**config.mk**
```make
export PLATFORM = sky130hd
export DESIGN_NAME = hazard_forward_unit
export DESIGN_NICKNAME = d
export VERILOG_FILES = /design/src/rtl/pipeline_pkg.sv /design/src/rtl/stage_tag_reg.sv /design/src/rtl/hazard_forward_unit.sv
export SDC_FILE = /design/constraint.sdc
export NUM_CORES = 1
export LEC_CHECK = 0
export CORE_UTILIZATION = 55
export CTS_BUF_LIST = sky130_fd_sc_hd__clkbuf_16
export DETAILED_ROUTE_END_ITERATION = 10
export GPL_TIMING_DRIVEN = 0
export HOLD_SLACK_MARGIN = 0.03
export PLACE_DENSITY = 0.84
export SLEW_MARGIN = 20
export SYNTH_ARGS = -nofsm -noshare
export SYNTH_HDL_FRONTEND = slang
export SYNTH_HIERARCHICAL = 1
export SYNTH_SLANG_ARGS = --single-unit
```
**constraint.sdc**
```tcl
create_clock -name clk -period 2.95 [get_ports clk]
set_clock_uncertainty 0.1 [all_clocks]
set_input_delay 0.59 -clock clk [delete_from_list [all_inputs] [get_ports clk]]
set_output_delay 0.59 -clock clk [all_outputs]
set_load 0.02 [all_outputs]
```
**src/rtl/pipeline_pkg.sv**
```systemverilog
// Shared types for the 24-bit core pipeline: register tags, operand mux selects
// and the load-use FSM encoding.
package pipeline_pkg;

  localparam int REG_ADDR_W = 4;

  typedef logic [REG_ADDR_W-1:0] regAddr_t;

  typedef struct packed {
    regAddr_t rd;
    logic     we;
    logic     isLoad;
  } stageTag_t;

  localparam stageTag_t BUBBLE_TAG = '0;

  // Operand mux select encodings: {F, lo}
  localparam logic [1:0] SEL_RD     = 2'b00;
  localparam logic [1:0] SEL_ALT    = 2'b01;
  localparam logic [1:0] SEL_ALUOUT = 2'b10;
  localparam logic [1:0] SEL_RESULT = 2'b11;

  typedef enum logic {
    RUN      = 1'b0,
    LU_STALL = 1'b1
  } luState_t;

  // MEM beats WB; the alternate source (pc / Imm) overrides any forward.
  function automatic logic [1:0] fwd_sel(
    input regAddr_t  rs,
    input logic      rs_used,
    input stageTag_t mem,
    input stageTag_t wb,
    input logic      alt
  );
    logic [1:0] sel;
    sel = SEL_RD;
    if (alt) begin
      sel = SEL_ALT;
    end else if (rs_used && mem.we && (rs == mem.rd)) begin
      sel = SEL_ALUOUT;
    end else if (rs_used && wb.we && (rs == wb.rd)) begin
      sel = SEL_RESULT;
    end
    return sel;
  endfunction

endpackage

```
**src/rtl/stage_tag_reg.sv**
```systemverilog
// One pipeline stage worth of destination tag, with bubble insertion.
// Writes to r0 are dropped on capture so r0 can never be forwarded.
module stage_tag_reg
  import pipeline_pkg::*;
(
  input  logic      clk,
  input  logic      rst_n,
  input  logic      bubble,
  input  stageTag_t d,
  output stageTag_t q
);

  always_ff @(posedge clk or negedge rst_n) begin
    if (!rst_n) begin
      q <= BUBBLE_TAG;
    end else if (bubble) begin
      q <= BUBBLE_TAG;
    end else begin
      q.rd     <= d.rd;
      q.we     <= d.we && (d.rd != '0);
      q.isLoad <= d.isLoad;
    end
  end

endmodule

```
**src/rtl/hazard_forward_unit.sv**
```systemverilog
// Tracks in-flight destination tags, drives the EX operand mux selects and
// raises a single-cycle load-use stall toward IF/ID.
//
// state    | meaning
// RUN      | normal issue; a load-use hazard stalls for one cycle
// LU_STALL | bubble just inserted; never stall again this cycle
module hazard_forward_unit
  import pipeline_pkg::*;
#(
  parameter int regAddrW = 4,
  parameter int cntW     = 16
) (
  input  logic                clk,
  input  logic                rst_n,
  input  logic [regAddrW-1:0] idRs1,
  input  logic [regAddrW-1:0] idRs2,
  input  logic [regAddrW-1:0] idRd,
  input  logic                idWe,
  input  logic                idIsLoad,
  input  logic                idUsesRs2,
  input  logic                branchFlag,
  input  logic                immSrc,
  input  logic                flush,
  output logic                Fa,
  output logic                Fb,
  output logic                aLo,
  output logic                bLo,
  output logic                stall,
  output logic [cntW-1:0]     stallCount
);

  stageTag_t ex_d;
  stageTag_t ex_q;
  stageTag_t mem_q;
  stageTag_t wb_q;
  regAddr_t  ex_rs1;
  regAddr_t  ex_rs2;
  logic      ex_uses_rs2;
  logic      ex_bubble;
  logic      hazard;
  luState_t  lu_state;
  logic [1:0] sel_a;
  logic [1:0] sel_b;

  assign ex_d.rd     = regAddr_t'(idRd);
  assign ex_d.we     = idWe;
  assign ex_d.isLoad = idIsLoad;

  stage_tag_reg u_ex_tag (
    .clk    (clk),
    .rst_n  (rst_n),
    .bubble (ex_bubble),
    .d      (ex_d),
    .q      (ex_q)
  );

  stage_tag_reg u_mem_tag (
    .clk    (clk),
    .rst_n  (rst_n),
    .bubble (1'b0),
    .d      (ex_q),
    .q      (mem_q)
  );

  stage_tag_reg u_wb_tag (
    .clk    (clk),
    .rst_n  (rst_n),
    .bubble (1'b0),
    .d      (mem_q),
    .q      (wb_q)
  );

  // Source fields only matter in EX, so they live here rather than in every stage.
  always_ff @(posedge clk or negedge rst_n) begin
    if (!rst_n) begin
      ex_rs1      <= '0;
      ex_rs2      <= '0;
      ex_uses_rs2 <= 1'b0;
    end else if (ex_bubble) begin
      ex_rs1      <= '0;
      ex_rs2      <= '0;
      ex_uses_rs2 <= 1'b0;
    end else begin
      ex_rs1      <= regAddr_t'(idRs1);
      ex_rs2      <= regAddr_t'(idRs2);
      ex_uses_rs2 <= idUsesRs2;
    end
  end

  assign hazard = ex_q.isLoad && ex_q.we &&
                  ((ex_q.rd == regAddr_t'(idRs1)) ||
                   (idUsesRs2 && (ex_q.rd == regAddr_t'(idRs2))));

  // A taken branch kills the consumer anyway, so it wins over the stall.
  assign stall     = (lu_state == RUN) && hazard && !flush;
  assign ex_bubble = stall || flush;

  always_ff @(posedge clk or negedge rst_n) begin
    if (!rst_n) begin
      lu_state <= RUN;
    end else begin
      case (lu_state)
        RUN:      lu_state <= stall ? LU_STALL : RUN;
        LU_STALL: lu_state <= RUN;
        default:  lu_state <= RUN;
      endcase
    end
  end

  always_ff @(posedge clk or negedge rst_n) begin
    if (!rst_n) begin
      stallCount <= '0;
    end else if (stall && (stallCount != '1)) begin
      stallCount <= stallCount + 1'b1;
    end
  end

  assign sel_a = fwd_sel(ex_rs1, 1'b1, mem_q, wb_q, branchFlag);
  assign sel_b = fwd_sel(ex_rs2, ex_uses_rs2, mem_q, wb_q, immSrc);

  assign Fa  = sel_a[1];
  assign aLo = sel_a[0];
  assign Fb  = sel_b[1];
  assign bLo = sel_b[0];

endmodule

```
Yosys cells after proc, flatten, opt, wreduce, memory -nomap -nowiden
Index checks and enable logic that the tools add are counted.
{"block": "op_classes", "reduce_logical": 21, "mux": 12, "n_addsub": 1, "bitwise": 1, "n_eq_ne": 7}
{"operator": "$eq 4x4->1", "n": 6}
{"operator": "$add 16x1->16 const B", "n": 1}
{"operator": "$ne 16x16->1 const B", "n": 1}
{"operator": "$logic_and 1x1->1", "n": 15}
{"operator": "$mux 2", "n": 6}
{"operator": "$reduce_bool 4->1", "n": 3}
{"operator": "$mux 4", "n": 2}
{"operator": "$mux 6", "n": 1}
{"operator": "$logic_or 1x1->1", "n": 2}
{"operator": "$mux 1", "n": 2}
{"operator": "$pmux 1 s2", "n": 1}
{"operator": "$logic_not 1->1", "n": 1}
{"operator": "$not 1->1", "n": 1}
{"block": "totals", "ff_bits": 42, "word_cells": 54, "output_inout_bits": 21}

Longest topological paths before layout
{"block": "logic_depth", "word_depth": 8, "mapped_depth": 6}

Cells and area by module
The synthesis kept the hierarchy.
{"module": "hazard_forward_unit", "n_inst": 1, "area_per_inst_um2": 1478.9, "cells_per_inst": 145}
{"module": "stage_tag_reg", "n_inst": 3, "area_per_inst_um2": 201.4, "cells_per_inst": 13}

Least setup slack after synthesis
OpenSTA, ideal clock, no wires.
{"block": "synth_path", "path_type": "input -> output", "from": "in idRs2[1]", "to": "out stall", "slack_ps": 847, "t_arrival_ps": 1413, "cell_stages": 5, "cell_sequence": "xnor2_1 nand3_1 o21ai_0 nand2_1 nor2_1"}
{"block": "synth_via", "elab_chain_cells": 6}
{"element": "start: declaration", "line_no": "hazard_forward_unit.sv:16", "source": "input logic [regAddrW-1:0] idRs2,"}
{"element": "$eq 4x4->1", "line_no": "hazard_forward_unit.sv:92", "source": "(idUsesRs2 && (ex_q.rd == regAddr_t'(idRs2))));"}
{"element": "$logic_and 1x1->1", "line_no": "hazard_forward_unit.sv:92"}
{"element": "$logic_or 1x1->1", "line_no": "hazard_forward_unit.sv:91", "source": "((ex_q.rd == regAddr_t'(idRs1)) ||"}
{"element": "$logic_and 1x1->1", "line_no": "hazard_forward_unit.sv:90", "source": "assign hazard = ex_q.isLoad && ex_q.we &&"}
{"element": "$logic_and 1x1->1 (2 in series)", "line_no": "hazard_forward_unit.sv:95", "source": "assign stall = (lu_state == RUN) && hazard && !flush;"}
{"element": "end: declaration", "line_no": "hazard_forward_unit.sv:28", "source": "output logic stall,"}
No other way between the ends.

Worst setup path in the final report
{"block": "layout_path", "from": "in idRs1[2]", "to": "out stall"}
{"block": "layout_via", "elab_chain_cells": 5}
{"element": "start: declaration", "line_no": "hazard_forward_unit.sv:15", "source": "input logic [regAddrW-1:0] idRs1,"}
{"element": "$eq 4x4->1", "line_no": "hazard_forward_unit.sv:91"}
{"element": "$logic_or 1x1->1", "line_no": "hazard_forward_unit.sv:91"}
{"element": "$logic_and 1x1->1", "line_no": "hazard_forward_unit.sv:90"}
{"element": "$logic_and 1x1->1 (2 in series)", "line_no": "hazard_forward_unit.sv:95"}
No other way between the ends.

==> metrics.md <==
| Metric | Value |
|---|---|
| Status | finished, final reports clean |
| Worst setup EP type | output pin |
| Critical-path cell with the highest stage delay | clkdlybuf4s50_1 |
| Die ar. | ~4000 µm² |
| TritonRoute pass-1 iters | 6 |
| FMAX | about 0.35 GHz |
| Worst-skew pair later-pin latency | between 200 and 300 ps |
| Total Power | about 1.3 mW |
| Core area | between 3000 and 4000 µm² |
| Max-cap viol count | 0 |
| WHS | 174 ps |
| Pwr dens | between 400 and 500 nW/µm² |
| Clock Path Buffers | 2 |
| Final Hold Vio Count | 0 |
| Vias in the first global route | 1,601 |
| Share of post-route cells with drive strength above 1 | a little under 9% |
| Synth warn | 6 |
| N_diodes | 0 |
| CTS Sinks | 42 |
| Cts bufs inserted | 5 |
| CP startpoint kind | input port |
| Crit Path Class | input port to output pin |
| Mapped cell area | approximately 2000 µm² |
| CP Data Required Time | ~2300 ps |
| Post-DR wirelength/cell | 14.7 µm |
| Sum of negative setup slack | 0 ps |
| Pleak | about 1.2 nW |
| Fin nets | ~260 |
| Routed Antenna Nets | 0 |
| Final Util | slightly below 80% |
| CTS tree | yes |
| Vias | 1,515 |
| Largest net degree at the start of global routing | 24 |
| Max_slew headroom | 60.4% |
| Antenna violations before repair | 0 |
| Flop2flop setup slack | between 800 and 900 ps |
| Fin crit share | ~98% |
| Maximum VDD drop | approximately 360 µV |
| Final WL | 4180 µm |
| Via density | 5.33 |
| Max Slew Vio Count | 0 |
| I/O pin count | 41 |
| Die width | approximately 63 µm |
| Least-Margin Pin Slew | about 600 ps |
| Unrepaired setup endpoints after global routing | no |
| Grt total ovfl | 0 |
| RePlAce Congestion | 0.890 |
| Port bufs | 40 |
| Arrival time at the worst endpoint | roughly 2200 ps |
| Gate Count Post-Synth | between 150 and 200 |
| Die height | between 60 and 70 µm |
| Htree depth | 2 |
| Clk slew on worst S/H paths | 60 ps |
| # DRC | 0 |
| CP Max Fanout | 3 |
| Avg Cell Area, Syn | ~11 µm² |
| Clock root buffer | clkbuf_16 |
| Initial Utilization | about three fifths |
| Max incr delay on CP | 520 ps |
| Global-route wire length before repair | between 7000 and 8000 µm |
| Final min period | about 2900 ps |
| Critical path cell sequence | clkdlybuf4s50_1 > xnor2_1 > nand4_1 > o21ai_1 > nand2_1 > nor2_1 > dlygate4sd2_1 |
| DR iter-0 viols | 49 |
| Layout area overhead | 33.6% |
| Final setup vio count | 0 |
| Row Count | 21 |
| Hold crit path type | input port to async pin |
| Tot GR Track Use | 24.2% |
| Post-DP HPWL | approximately 3100 µm |
-- layout by cell type (no fill, tap or decap), types with 2 or more instances in the layout --
master and count:
dfrtp_1 42, clkdlybuf4s50_1 38, xnor2_1 21, nor2b_1 14, xor2_1 12, and2_1 10
conb_1 10, nand3_1 9, nand4_1 8, nand2_1 7, and3_1 7, nor2_1 6
inv_1 5, clkbuf_16 5, nor3_1 3, nor4_1 3, and4_1 3, mux2_2 3
nor4_2 3, nor3b_1 3, a21oi_1 2, nand2b_1 2, clkinv_2 2
-- layout make-up --
class | count | area [µm²]
multi-input combinational | 141 | 973
buffer | 1 | 11.3
inverter | 5 | 18.8
clock buffer | 5 | 125
sequential | 42 | 1050
timing repair buffer | 41 | 422
clock inverter | 3 | 40.0
fill | 233 | 717
tap | 46 | 57.6
-- sequential cells by signal, summed over array words and instances (netlist names) --
register and flops:
ex_rs2 4, u_mem_tag/q 5, u_wb_tag/q 5, stallCount 16, lu_state 1, ex_rs1 4, u_ex_tag/q 6, ex_uses_rs2 1
-- report_power, final --
group	internal, mW	switching (mW)	total [mW]
Sequential	0.594	0.0209	0.615
Combinational	0.0660	0.0550	0.121
Clock	0.395	0.198	0.593
Total	1.06	0.274	1.33
-- stage by stage --
step | worst slack [ps] | instance area, µm² | cells
after floorplan | 847 | 2050 | 189
after global placement | -140 | 2510 | 275
after detailed placement | -171 | 2530 | 276
after CTS | 57.0 | 2700 | 284
after global routing | 5.20 | 2700 | 284
final | 64.8 | 2700 | 284
-- worst paths after layout --
check,startpoint,cells after the start,to
setup reg to reg,u_ex_tag/q[4],6,u_ex_tag/q[1]
setup / recovery,idRs1[2],7,stall
max in group asynchronous,rst_n,2,ex_uses_rs2
min in group clk,stallCount[5],1,stallCount[5]
hold / removal,rst_n,1,stallCount[7]
hold reg to reg,stallCount[5],1,stallCount[5]
-- critical path: cells and delay by family --
kind | cells | cell delay, ps
AND/OR/NAND/NOR | 3 | 430
buffers and inverters | 2 | 850
XOR/XNOR | 1 | 140
AO/OA/AOI/OAI | 1 | 180
-- routing by layer --
metal  GRT usage, %  share of wire, %  vias up
met4           9.01               1.9        0
li1               -                 -      726
met1           27.6                41      742
met3           5.11               3.3        9
met5              0                 0        -
met2           44.0                53       38
-- repair_timing --
| item | CTS | global route |
|---|---|---|
| endpoints found under the hold margin | 0 | 0 |
| setup buffers | 0 | 0 |
| gates resized for setup | 2 | 0 |
| endpoints found under the setup margin | 1 | 0 |
| hold buffers | 0 | 0 |
(Power assumes the default switching activity.)
